[src/rtl/two_parallel_serializer.sv]
// Output stage after the two-parallel FIR: saturates each filtered pair to OUT_W bits,
// buffers pairs in a small FIFO and re-emits them as one time-ordered sample stream.
module two_parallel_serializer #(
  parameter int OUT_W = 16,
  parameter int DEPTH = 4,
  parameter int CNT_W = 16
) (
  input  logic                      clk,
  input  logic                      rst,
  input  logic signed [63:0]        in_y0,
  input  logic signed [63:0]        in_y1,
  input  logic                      in_valid,
  output logic                      in_ready,
  output logic signed [OUT_W-1:0]   out_data,
  output logic                      out_valid,
  input  logic                      out_ready,
  output logic                      out_sat,
  output logic [CNT_W-1:0]          sat_count,
  output logic [$clog2(DEPTH):0]    level
);

  // Handshakes: a transfer happens on a rising edge where valid && ready; a producer
  // holds its payload stable while valid && !ready, and ready never depends on valid.

  localparam int AW = $clog2(DEPTH);
  localparam logic [AW:0] FULL = (AW+1)'(DEPTH);
  localparam logic signed [63:0] MAX_V = (64'sd1 <<< (OUT_W-1)) - 64'sd1;
  localparam logic signed [63:0] MIN_V = -(64'sd1 <<< (OUT_W-1));
  localparam logic [CNT_W+1:0] CNT_MAX = {2'b00, {CNT_W{1'b1}}};

  typedef enum logic {PH_Y0 = 1'b0, PH_Y1 = 1'b1} phase_t;

  // Returns {clip_flag, clipped_value}.
  function automatic logic [OUT_W:0] sat(input logic signed [63:0] v);
    if (v > MAX_V)      return {1'b1, MAX_V[OUT_W-1:0]};
    else if (v < MIN_V) return {1'b1, MIN_V[OUT_W-1:0]};
    else                return {1'b0, v[OUT_W-1:0]};
  endfunction

  logic [OUT_W:0]   mem0 [DEPTH];
  logic [OUT_W:0]   mem1 [DEPTH];
  logic [AW-1:0]    wr_ptr, rd_ptr;
  phase_t           phase_q, phase_d;
  logic [OUT_W:0]   sat0, sat1, head;
  logic             push, hs, pop;
  logic [AW:0]      level_d;
  logic [CNT_W+1:0] cnt_sum;
  logic [CNT_W-1:0] cnt_d;

  assign in_ready  = (level != FULL) && !rst;
  assign out_valid = (level != '0);

  always_comb begin
    sat0     = sat(in_y0);
    sat1     = sat(in_y1);
    push     = in_valid && in_ready;
    hs       = out_valid && out_ready;
    pop      = hs && (phase_q == PH_Y1);
    phase_d  = phase_q;
    level_d  = level;
    head     = (phase_q == PH_Y0) ? mem0[rd_ptr] : mem1[rd_ptr];
    out_data = head[OUT_W-1:0];
    out_sat  = head[OUT_W];
    cnt_sum  = {2'b00, sat_count};
    cnt_d    = sat_count;
    if (hs) phase_d = (phase_q == PH_Y0) ? PH_Y1 : PH_Y0;
    if (push && !pop) level_d = level + (AW+1)'(1);
    if (pop && !push) level_d = level - (AW+1)'(1);
    if (push) begin
      cnt_sum = {2'b00, sat_count} + (CNT_W+2)'(sat0[OUT_W]) + (CNT_W+2)'(sat1[OUT_W]);
      // Clamp rather than wrap so the counter stays meaningful as a "lots of clipping" hint.
      cnt_d   = (cnt_sum > CNT_MAX) ? {CNT_W{1'b1}} : cnt_sum[CNT_W-1:0];
    end
  end

  always_ff @(posedge clk) begin
    if (rst) begin
      wr_ptr    <= '0;
      rd_ptr    <= '0;
      phase_q   <= PH_Y0;
      level     <= '0;
      sat_count <= '0;
    end else begin
      phase_q   <= phase_d;
      level     <= level_d;
      sat_count <= cnt_d;
      if (push) wr_ptr <= wr_ptr + AW'(1);
      if (pop)  rd_ptr <= rd_ptr + AW'(1);
    end
  end

  // Storage is never cleared; level alone decides what is valid.
  always_ff @(posedge clk) begin
    if (push) begin
      mem0[wr_ptr] <= sat0;
      mem1[wr_ptr] <= sat1;
    end
  end

endmodule
[config.mk]
export PLATFORM = sky130hd
export DESIGN_NAME = two_parallel_serializer
export DESIGN_NICKNAME = d
export VERILOG_FILES = /design/src/rtl/two_parallel_serializer.sv
export SDC_FILE = /design/constraint.sdc
export NUM_CORES = 1
export LEC_CHECK = 0
export BUFFER_PORTS_ARGS = -buffer_cell sky130_fd_sc_hd__buf_2
export CORE_MARGIN = 2
export CORE_UTILIZATION = 40
export DETAILED_ROUTE_END_ITERATION = 12
export PLACE_DENSITY_LB_ADDON = 0.05
export SYNTH_ARGS = -nofsm -noshare
export SYNTH_HDL_FRONTEND = slang
export SYNTH_SLANG_ARGS = --single-unit
export TNS_END_PERCENT = 10
[constraint.sdc]
create_clock -name clk -period 4.9 [get_ports clk]
set_input_delay 0.98 -clock clk [delete_from_list [all_inputs] [get_ports clk]]
set_output_delay 0.98 -clock clk [all_outputs]
set_load 0.01 [all_outputs]
==> impl_metrics.tcl, run 1 <==
set metrics [dict create \
    p_comb_share_pct 7.9 \
    period_share_pct 73.2 \
    drv_slew 0 \
    clock_latency_ns 0.42 \
    ff2ff_path_depth 7 \
    fp.dieW_um 138 \
    cts_setup_buffers 0 \
    ys_types 47 \
    ys.flop_type "edfxtp_1" \
    portBuffers 169 \
    vias_per_cell 5.22 \
    cts_made_buffers 17 \
    cts.sinks 162 \
    wl_met3_um 796 \
    overflow 0 \
    clock_path_buffers 2 \
    yosysSeqAreaShare_pct 64.0 \
    critPathKind "reg2out" \
    p_seq_share_pct 50.1 \
    crit_fanout 19 \
    finalClockSkew_ns 0.00606 \
    min_period_ns 3.59 \
    power.share.clock_pct 42.0 \
    avgRoutedWirePerCell_um 18.0 \
    crit_family "multiplexers" \
    dieArea_sq_um 19100 \
    routed-via-count 4722 \
    gp_congestion 0.821 \
    cts_tree "yes" \
    grt_pass1_wl_um 25500 \
    dr.pass1.iters 4 \
    tightestPinTransition_ns 1.17 \
    status "finished clean" \
    drcViolationCount 0 \
    drt_iter0_markers 160 \
    wl_met1_um 6650 \
    grt_pass1_vias 4999 \
    synth_seq_cells 162 \
    critPathArrivalTime_ns 2.61 \
    antenna_found_initial 0 \
    cts.hold.buffers_added 0 \
    grt_use_total_pct 17.3 \
    internal_power_uw 2450 \
    holdPathStages 2 \
    yosysTopAreaCellShare_pct 56.8 \
    switching_share_pct 21.3 \
    synth_nets 629 \
    ir_worst_vdd_v 0.000241 \
    drv_cap 0 \
    syn_inst 489 \
    cts-resized-gates 0 \
    crit_path_cell_trace "buf_4, mux4_2, mux2_2, buf_2" \
    min-delay-path-class "reg2reg" \
    topRoutingLayerUsed "met4" \
    start_util_pct 40.5 \
    cp.required_ns 3.92 \
    cts_max_level 4 \
    tns_ns 0 \
    nets 802 \
    syn-mean-instance-area_sq_um 14.7 \
    power-per-cell-area_nw_per_um2 350 \
    dp_hpwl_um 10600 \
    clk_pin_slew_ns 0.06 \
    pre_cts_ws_ns 1.00 \
    p_leak_uw 0.00323 \
    slowest_stage "dfxtp_2" \
    worst_slack_ns 1.31 \
    cp.buffers_inverters 2 \
    syn_area_sq_um 7190 \
    n_antenna_cell 0 \
    drtAntennaViolNets 0 \
    final_hold_viol_count 0 \
    core-area_sq_um 17800 \
    cp-start-kind "flip-flop" \
    drive_gt1_share_pct 40.3 \
    synth_top_area_cell "edfxtp_1" \
    worstSetupPathDepth 4 \
    end_kind "output pin" \
    boundaryPins 170 \
    grt_max_degree 35 \
    synth-edff-count 136 \
    fp.dieH_um 138 \
    setup_violations 0 \
    max_stage_delay_ns 0.79 \
    rows 49 \
    synth_most_common_cell "edfxtp_1" \
    synthTopCellsByCount "136 x edfxtp_1, 42 x inv_1, 34 x mux4_2" \
    wl_met2_um 8500 \
    max_freq_mhz 279 \
    cts_root_buf "clkbuf_16" \
    rsz0062_at_grt "false" \
    synthTopCellsByArea "edfxtp_1 57%, mux4_2 11%, dfxtp_1 7.2%, mux2_2 2.7%, nand4_1 2.5%" \
    areaGrowthSynthToFinish_pct 23.5 \
    async_flop_share_pct 0 \
    wl_um 16200 \
    slew_headroom_pct 21.7 \
    switchingPower_uw 662 \
    synth_warnings 0 \
]
-- worst paths after layout --
path | endpoint | slack (ns) | startpoint
min reg2reg | sat_count[10]$_SDFFE_PP0P_ | 0.52 | sat_count[10]$_SDFFE_PP0P_
min | sat_count[10]$_SDFFE_PP0P_ | 0.52 | sat_count[10]$_SDFFE_PP0P_
max reg2reg | level[2]$_SDFFE_PP0P_ | 2.12 | phase_q$_SDFFE_PP0P_
max | out_sat | 1.31 | flip-flop
-- placed cells by master, fill, tap and decap left out, types with 11 or more instances in the layout --
cell / synthesis / layout
clkbuf_16: 0 / 17
buf_2: 8 / 169
mux2_2: 17 / 17
dfxtp_1: 26 / 25
inv_1: 42 / 42
mux4_2: 34 / 34
nand2_1: 16 / 16
nand4_1: 29 / 29
a21oi_1: 11 / 11
nor2_1: 22 / 22
edfxtp_1: 136 / 136
o21ai_0: 32 / 32
nor4_1: 25 / 25
-- registers in the layout, summed over array words and instances (netlist names), named ones only --
signal and cells:
mem0 68, phase_q 1, mem1 68, level 3, sat_count 16, rd_ptr 2, wr_ptr 2
-- layout make-up --
class	instances	area (sq um)
inverter	44	165
multi-input combinational	261	2330
clock buffer	18	429
tap	229	287
sequential	162	4610
fill	1595	8890
timing repair buffer	176	898
clock inverter	14	165
-- logic make-up after synthesis --
group	count (synthesis)	synth area share (%)
flops	162	64.0
simple gates	131	10.6
buf+inv	66	3.79
compound gates	55	4.75
mux	52	13.4
xor+xnor	15	1.83
fa+ha+maj	8	1.60
-- routing by layer --
metal,up-vias,track usage (%)
met5,-,0
met4,0,5.85
met3,19,3.78
met2,147,31.0
met1,2313,20.8
li1,2243,-
-- worst min-delay path, cell delays in order (launching register included) --
cell	delay, ns
dfxtp_1	0.33
nor2_1	0.11
nor3_1	0.05
-- metrics by stage --
step / total power [uW] / area [sq um] / hold slack [ns] / utilization, % / cells
floorplan: 1710 / 7190 / 0.485 / - / 489
global placement: 1820 / 8290 / 0.503 / 46.6 / 872
detailed placement: 1830 / 8290 / 0.507 / 46.6 / 872
CTS: 3150 / 8880 / 0.525 / 50.0 / 904
global route: 3230 / 8880 / 0.578 / 50.0 / 904
finish: 3110 / 8880 / 0.524 / 50.0 / 904
-- power by group through the flow --
stage	Clock (uW)	Combinational, uW	Sequential, uW
after floorplan	0	130	1570
after global placement	0	240	1580
after detailed placement	0	248	1590
after CTS	1340	249	1560
after global routing	1400	274	1560
final	1310	245	1560
(Power assumes the default switching activity.)
==> run 2, diff against run 1 <==
--- a/config.mk
+++ b/config.mk
@@ -5,6 +5,7 @@
 export SDC_FILE = /design/constraint.sdc
 export NUM_CORES = 1
 export LEC_CHECK = 0
+export ABC_AREA = 1
 export BUFFER_PORTS_ARGS = -buffer_cell sky130_fd_sc_hd__buf_2
 export CORE_MARGIN = 2
 export CORE_UTILIZATION = 40
==> constraint.sdc (replaced) <==
create_clock -name clk -period 3.1 [get_ports clk]
set_input_delay 0.62 -clock clk [delete_from_list [all_inputs] [get_ports clk]]
set_output_delay 0.62 -clock clk [all_outputs]
set_load 0.01 [all_outputs]
==> run 2 against run 1 <==
Effect of this change:
- synthesized cell count increased by 80%
- worst hold slack got worse by 0.068 ns
- flip-flop and latch count unchanged
- synthesized area increased by 9.8%
- global-route usage increased by 2.4 points
- sequential power increased by 56%
- final cell count increased by 48%
- non-clock buffer count increased by 15
- wire length increased by 23%
==> impl_metrics.tcl, run 2 <==
set metrics [dict create \
    placed_cells 1302 \
    crit_fanout 7 \
    rsz0062_at_grt "false" \
    grt_max_degree 56 \
    synthTopCellsByArea "edfxtp_1 52%, nand2_1 11%, nor2_1 10%, dfxtp_1 6.6%, o32ai_1 3.8%" \
    clock_latency_ns 0.43 \
    multi_input_comb_area_sq_um 2930 \
    antenna_found_initial 4 \
    setup_violations 0 \
    synth_nets 1020 \
    nFillCells 1926 \
    ys_types 34 \
    switchingPower_uw 1200 \
    instances_no_fill 1337 \
    start_util_pct 40.7 \
    portBuffers 169 \
    syn_area_sq_um 7900 \
    top_regs "mem0: 68 flops, mem1: 68 flops, sat_count: 16 flops" \
    yosysSeqAreaShare_pct 58.3 \
    final_common_cell "nand2_1" \
    drt_iter0_markers 351 \
    vias_per_cell 4.82 \
    dr.pass1.iters 5 \
    drive_gt1_share_pct 23.4 \
    period_share_pct 88.9 \
    fin_util_pct 50.1 \
    synth_most_common_cell "nand2_1" \
    synth_seq_cells 162 \
    synth_top_area_cell "edfxtp_1" \
    tightestPinTransition_ns 0.675 \
    p_comb_share_pct 9.1 \
    gp_congestion 0.836 \
    internal_power_uw 3800 \
    drtAntennaViolNets 0 \
    overflow 0 \
    boundaryPins 170 \
    timing.hold.ws_ns 0.457 \
    ff_latch_area_sq_um 4610 \
    pre_cts_ws_ns -0.0474 \
    async_flop_share_pct 0 \
    syn-mean-instance-area_sq_um 8.97 \
    routed-via-count 6438 \
    core-area_sq_um 19400 \
    drv_slew 0 \
    grt_pass1_wl_um 31100 \
    cp-start-kind "input port" \
    synth_warnings 0 \
    wl_um 20100 \
    slew_headroom_pct 55.0 \
    cp.required_ns 3.47 \
    worst_slack_ns 0.345 \
    finalClockSkew_ns 0.00816 \
    ir_worst_vdd_v 0.000372 \
    yosysTopAreaCellShare_pct 51.7 \
    end_kind "flip-flop" \
    p_seq_share_pct 48.7 \
    synthTopCellsByCount "239 x nand2_1, 218 x nor2_1, 136 x edfxtp_1" \
    total_power_uw 5000 \
    min_period_ns 2.75 \
    grt_pass1_vias 6142 \
    drcViolationCount 0 \
    max_freq_mhz 363 \
    cts_setup_buffers 0 \
    holdPathStages 2 \
    rows 51 \
    cts_max_level 4 \
    final_hold_viol_count 0 \
    fp.dieW_um 144 \
    avgRoutedWirePerCell_um 15.0 \
    nets 1196 \
    power.share.clock_pct 42.2 \
    layout_common_cells "239 x nand2_1, 214 x nor2_1, 169 x buf_2, 136 x edfxtp_1, 50 x inv_1" \
    cts-resized-gates 0 \
    critPathArrivalTime_ns 3.13 \
    ys.flop_type "edfxtp_1" \
    synth-edff-count 136 \
    power-per-cell-area_nw_per_um2 514 \
    min-delay-path-class "reg2reg" \
    grt_use_total_pct 19.7 \
    dp_hpwl_um 14100 \
    clk_pin_slew_ns 0.07 \
    cts.hold.buffers_added 0 \
    drv_cap 0 \
    cts_made_buffers 17 \
    syn_inst 880 \
    areaGrowthSynthToFinish_pct 23.1 \
    switching_share_pct 24.0 \
    status "finished clean" \
    ff2ff_path_depth 10 \
    fp.dieH_um 144 \
    dieArea_sq_um 20900 \
    critPathKind "in2reg" \
    cts_root_buf "clkbuf_16" \
    p_leak_uw 0.00387 \
    clock_path_buffers 2 \
    cts_tree "yes" \
    cts.sinks 162 \
]
## run 2: cell types whose count changed after synthesis, sizes merged, moves of 7 or more
cell   before  now
o32ai       0   34
nor2       22  222
nor4       27    0
nand3       8   23
o21ai      35   45
inv        44   53
nand4      30   15
mux4       34    0
a21oi      11   19
nand2      16  243
buf        11   18
mux2       17    0
## run 2: worst paths after layout
check	startpoint	end	slack, ns
worst max-delay path	in_y1[15]	sat_count[15]$_SDFFE_PP0P_	0.35
worst min-delay path	rd_ptr[1]$_SDFFE_PP0P_	flip-flop	0.46
worst max register to register	phase_q$_SDFFE_PP0P_	level[2]$_SDFFE_PP0P_	0.93
worst min register to register	rd_ptr[1]$_SDFFE_PP0P_	flip-flop	0.46
## run 2: metrics by stage
step	instance area (sq um)	setup TNS [ns]
finish	9720	0
floorplan	7900	0
detailed placement	9120	-0.243
global placement	9120	-0.0438
global route	9720	0
CTS	9710	0
## run 2: kinds of logic (layout without fill, tap and decap cells)
kind of cell	Yosys count	in the layout	share of synthesized area [%]
compound gates	102	102	8.24
xor+xnor	5	5	0.555
fa+ha+maj	8	8	1.46
buf+inv	88	277	4.98
flops	162	162	58.3
other cells	0	3	0
simple gates	515	515	26.5
## run 2: critical path, cell delays in order
cell	delay [ns]
buf_2	0.10
inv_1	0.15
nand2_1	0.08
nor2_1	0.08
nand2_1	0.11
nor2_1	0.14
nor2_1	0.07
nand2_1	0.05
nor2_1	0.04
nor2_1	0.09
nor2_1	0.06
fa_1	0.35
inv_1	0.08
ha_1	0.16
nand2_1	0.06
inv_1	0.08
nand3_2	0.15
nor2_1	0.24
nand3_2	0.20
nand3_1	0.14
nand2_1	0.05
inv_1	0.04
## run 2: area by class of cell
class | count | share of cell area [%]
clock inverters | 15 | 1.75
clock buffers | 17 | 4.38
multi-input cells | 630 | 30.1
repair buffers | 191 | 10.8
inverters | 54 | 2.09
flip-flops and latches | 162 | 47.4
diodes | 3 | 0.0772
well taps | 265 | 3.41
## run 2: power groups by stage
stage / sequential, uW / combinational [uW] / clock, uW
floorplan: 2480 / 229 / 0
global placement: 2480 / 461 / 0
detailed placement: 2480 / 462 / 0
CTS: 2430 / 464 / 2150
global route: 2440 / 517 / 2220
finish: 2430 / 456 / 2110
## run 2: routing by layer
metal | wire length (um) | vias to the layer above | GRT usage, %
met5 | 13 | - | 0
met4 | 255 | 2 | 5.57
met3 | 991 | 23 | 4.74
met2 | 9640 | 160 | 33.8
met1 | 9150 | 2937 | 25.0
li1 | - | 3316 | -
==> run 3, diff against run 2 <==
==> constraint.sdc (replaced) <==
create_clock -name clk -period 3.1 [get_ports clk]
set_input_delay 0.155 -clock clk [delete_from_list [all_inputs] [get_ports clk]]
set_output_delay 0.155 -clock clk [all_outputs]
set_load 0.01 [all_outputs]
==> run 3 against run 2 <==
Effect of this change:
- setup slack better by 0.092 ns
- clock skew increased by 0.0017 ns
- sequential power about the same
- fmax increased by 3.5%
- sequential share of layout area up 0.46 points
- final cell count fell by 0.45%
==> impl_metrics.tcl, run 3 (synthesis results as in run 2) <==
set metrics [dict create \
    fp.dieW_um 144 \
    min-delay-path-class "in2reg" \
    critPathKind "in2reg" \
    end_kind "flip-flop" \
    max_freq_mhz 376 \
    p_comb_share_pct 9.4 \
    slowest_stage "dlygate4sd3_1" \
    vias_per_cell 4.85 \
    grt_pass1_wl_um 32000 \
    areaGrowthSynthToFinish_pct 21.9 \
    gp_congestion 0.858 \
    p_seq_share_pct 50.1 \
    drive_gt1_share_pct 22.9 \
    portBuffers 169 \
    avgRoutedWirePerCell_um 15.4 \
    clk_pin_slew_ns 0.06 \
    nets 1192 \
    clock_latency_ns 0.42 \
    finalClockSkew_ns 0.00982 \
    p_leak_uw 0.00382 \
    cts_root_buf "clkbuf_16" \
    nFillCells 1929 \
    grt_pass1_vias 6115 \
    wl_um 20500 \
    fin_util_pct 49.6 \
    min_period_ns 2.66 \
    power-per-cell-area_nw_per_um2 505 \
    period_share_pct 85.9 \
    boundaryPins 170 \
    slew_headroom_pct 60.8 \
    cp-start-kind "input port" \
    crit_fanout 7 \
    final_common_cell "nand2_1" \
    rsz0062_at_grt "false" \
    drcViolationCount 0 \
    grt_max_degree 35 \
    tns_ns 0 \
    tightestPinTransition_ns 0.589 \
    drv_cap 0 \
    crit_family "simple AND/OR/NAND/NOR gates" \
    max_stage_delay_ns 0.53 \
    core-area_sq_um 19400 \
    dp_hpwl_um 14400 \
    post-route-cell-area_sq_um 9630 \
    cts_tree "yes" \
    drt_iter0_markers 331 \
    ir_worst_vdd_v 0.000380 \
    cts_setup_buffers 0 \
    cts-resized-gates 0 \
    fp.dieH_um 144 \
    cp.required_ns 3.47 \
    top_regs "mem0: 68 flops, mem1: 68 flops, sat_count: 16 flops" \
    antenna_found_initial 1 \
    cts.sinks 162 \
    drv_slew 0 \
    status "finished clean" \
    r2r_slack_ns 0.99 \
    cts_made_buffers 17 \
    switchingPower_uw 1170 \
    grt_use_total_pct 20.4 \
    cts_max_level 4 \
    layout_common_cells "239 x nand2_1, 214 x nor2_1, 169 x buf_2, 136 x edfxtp_1, 50 x inv_1" \
    cp.buffers_inverters 5 \
    critPathArrivalTime_ns 3.04 \
    rows 51 \
    switching_share_pct 24.0 \
    cts.hold.buffers_added 1 \
    final_hold_viol_count 0 \
    start_util_pct 40.7 \
    overflow 0 \
    crit_path_cell_trace "dlygate4sd3_1, buf_2, nor2_1, nand2_1, nor2_1, nand2_1, nor2_1, nand2_1, nand2_1, nor2_1, nor2_1, fa_1, inv_1, ha_1, nand2_1, inv_1, nand3_2, nor2_1, nand3_2, nand3_1, nand2_1, inv_1" \
    clock_path_buffers 2 \
    dieArea_sq_um 20900 \
    power.share.clock_pct 40.6 \
    setup_violations 0 \
    dr.pass1.iters 5 \
    internal_power_uw 3700 \
    placed_area_sq_um 9050 \
    drtAntennaViolNets 0 \
    routed-via-count 6450 \
]
==> run 3: per-layer routing <==
metal | wire (um) | GRT usage [%] | vias up | share of wire, %
met3 | 1120 | 4.50 | 16 | 5.5
met4 | 223 | 4.75 | 0 | 1.1
li1 | - | - | 3301 | -
met2 | 9780 | 34.8 | 191 | 48
met5 | 0 | 0 | - | 0
met1 | 9330 | 26.5 | 2942 | 46
==> run 3: power by group through the flow <==
stage | Clock (uW) | Combinational, uW | Sequential [uW]
2_1_floorplan | 0 | 229 | 2480
3_3_place_gp | 0 | 461 | 2480
3_5_place_dp | 0 | 462 | 2480
4_1_cts | 2010 | 464 | 2430
5_1_grt | 2090 | 517 | 2440
6_report | 1970 | 456 | 2430
==> run 3: path summary, 6_finish.rpt <==
check / to / cells past startpoint / start
hold / removal: mem1[1][15]$_DFFE_PP_ / 1 / in_y1[63]
setup / recovery: sat_count[15]$_SDFFE_PP0P_ / 22 / in_y0[63]
hold reg to reg: flip-flop / 2 / rd_ptr[1]$_SDFFE_PP0P_
setup reg to reg: level[2]$_SDFFE_PP0P_ / 11 / level[0]$_SDFFE_PP0P_
==> run 3: per-stage QoR <==
step                setup WS, ns  power [uW]  hold slack (ns)  std cells
floorplan                  0.315        2710            0.234        880
global placement           0.337        2940            0.433       1297
detailed placement         0.313        2940            0.440       1297
CTS                        0.421        4910           0.0435       1330
global route               0.116        5040           0.0618       1330
finish                     0.437        4860           0.0525       1331
==> run 3: layout make-up <==
class                           count  area (sq um)  share of cell area, %
Timing Repair Buffer              187           996                   10.3
Clock inverter                     15           135                   1.40
Tap cell                          265           332                   3.44
Multi-Input combinational cell    630          2930                   30.4
Clock buffer                       17           425                   4.42
Antenna cell                        1          2.50                 0.0260
Inverter                           54           203                   2.11
Sequential cell                   162          4610                   47.8
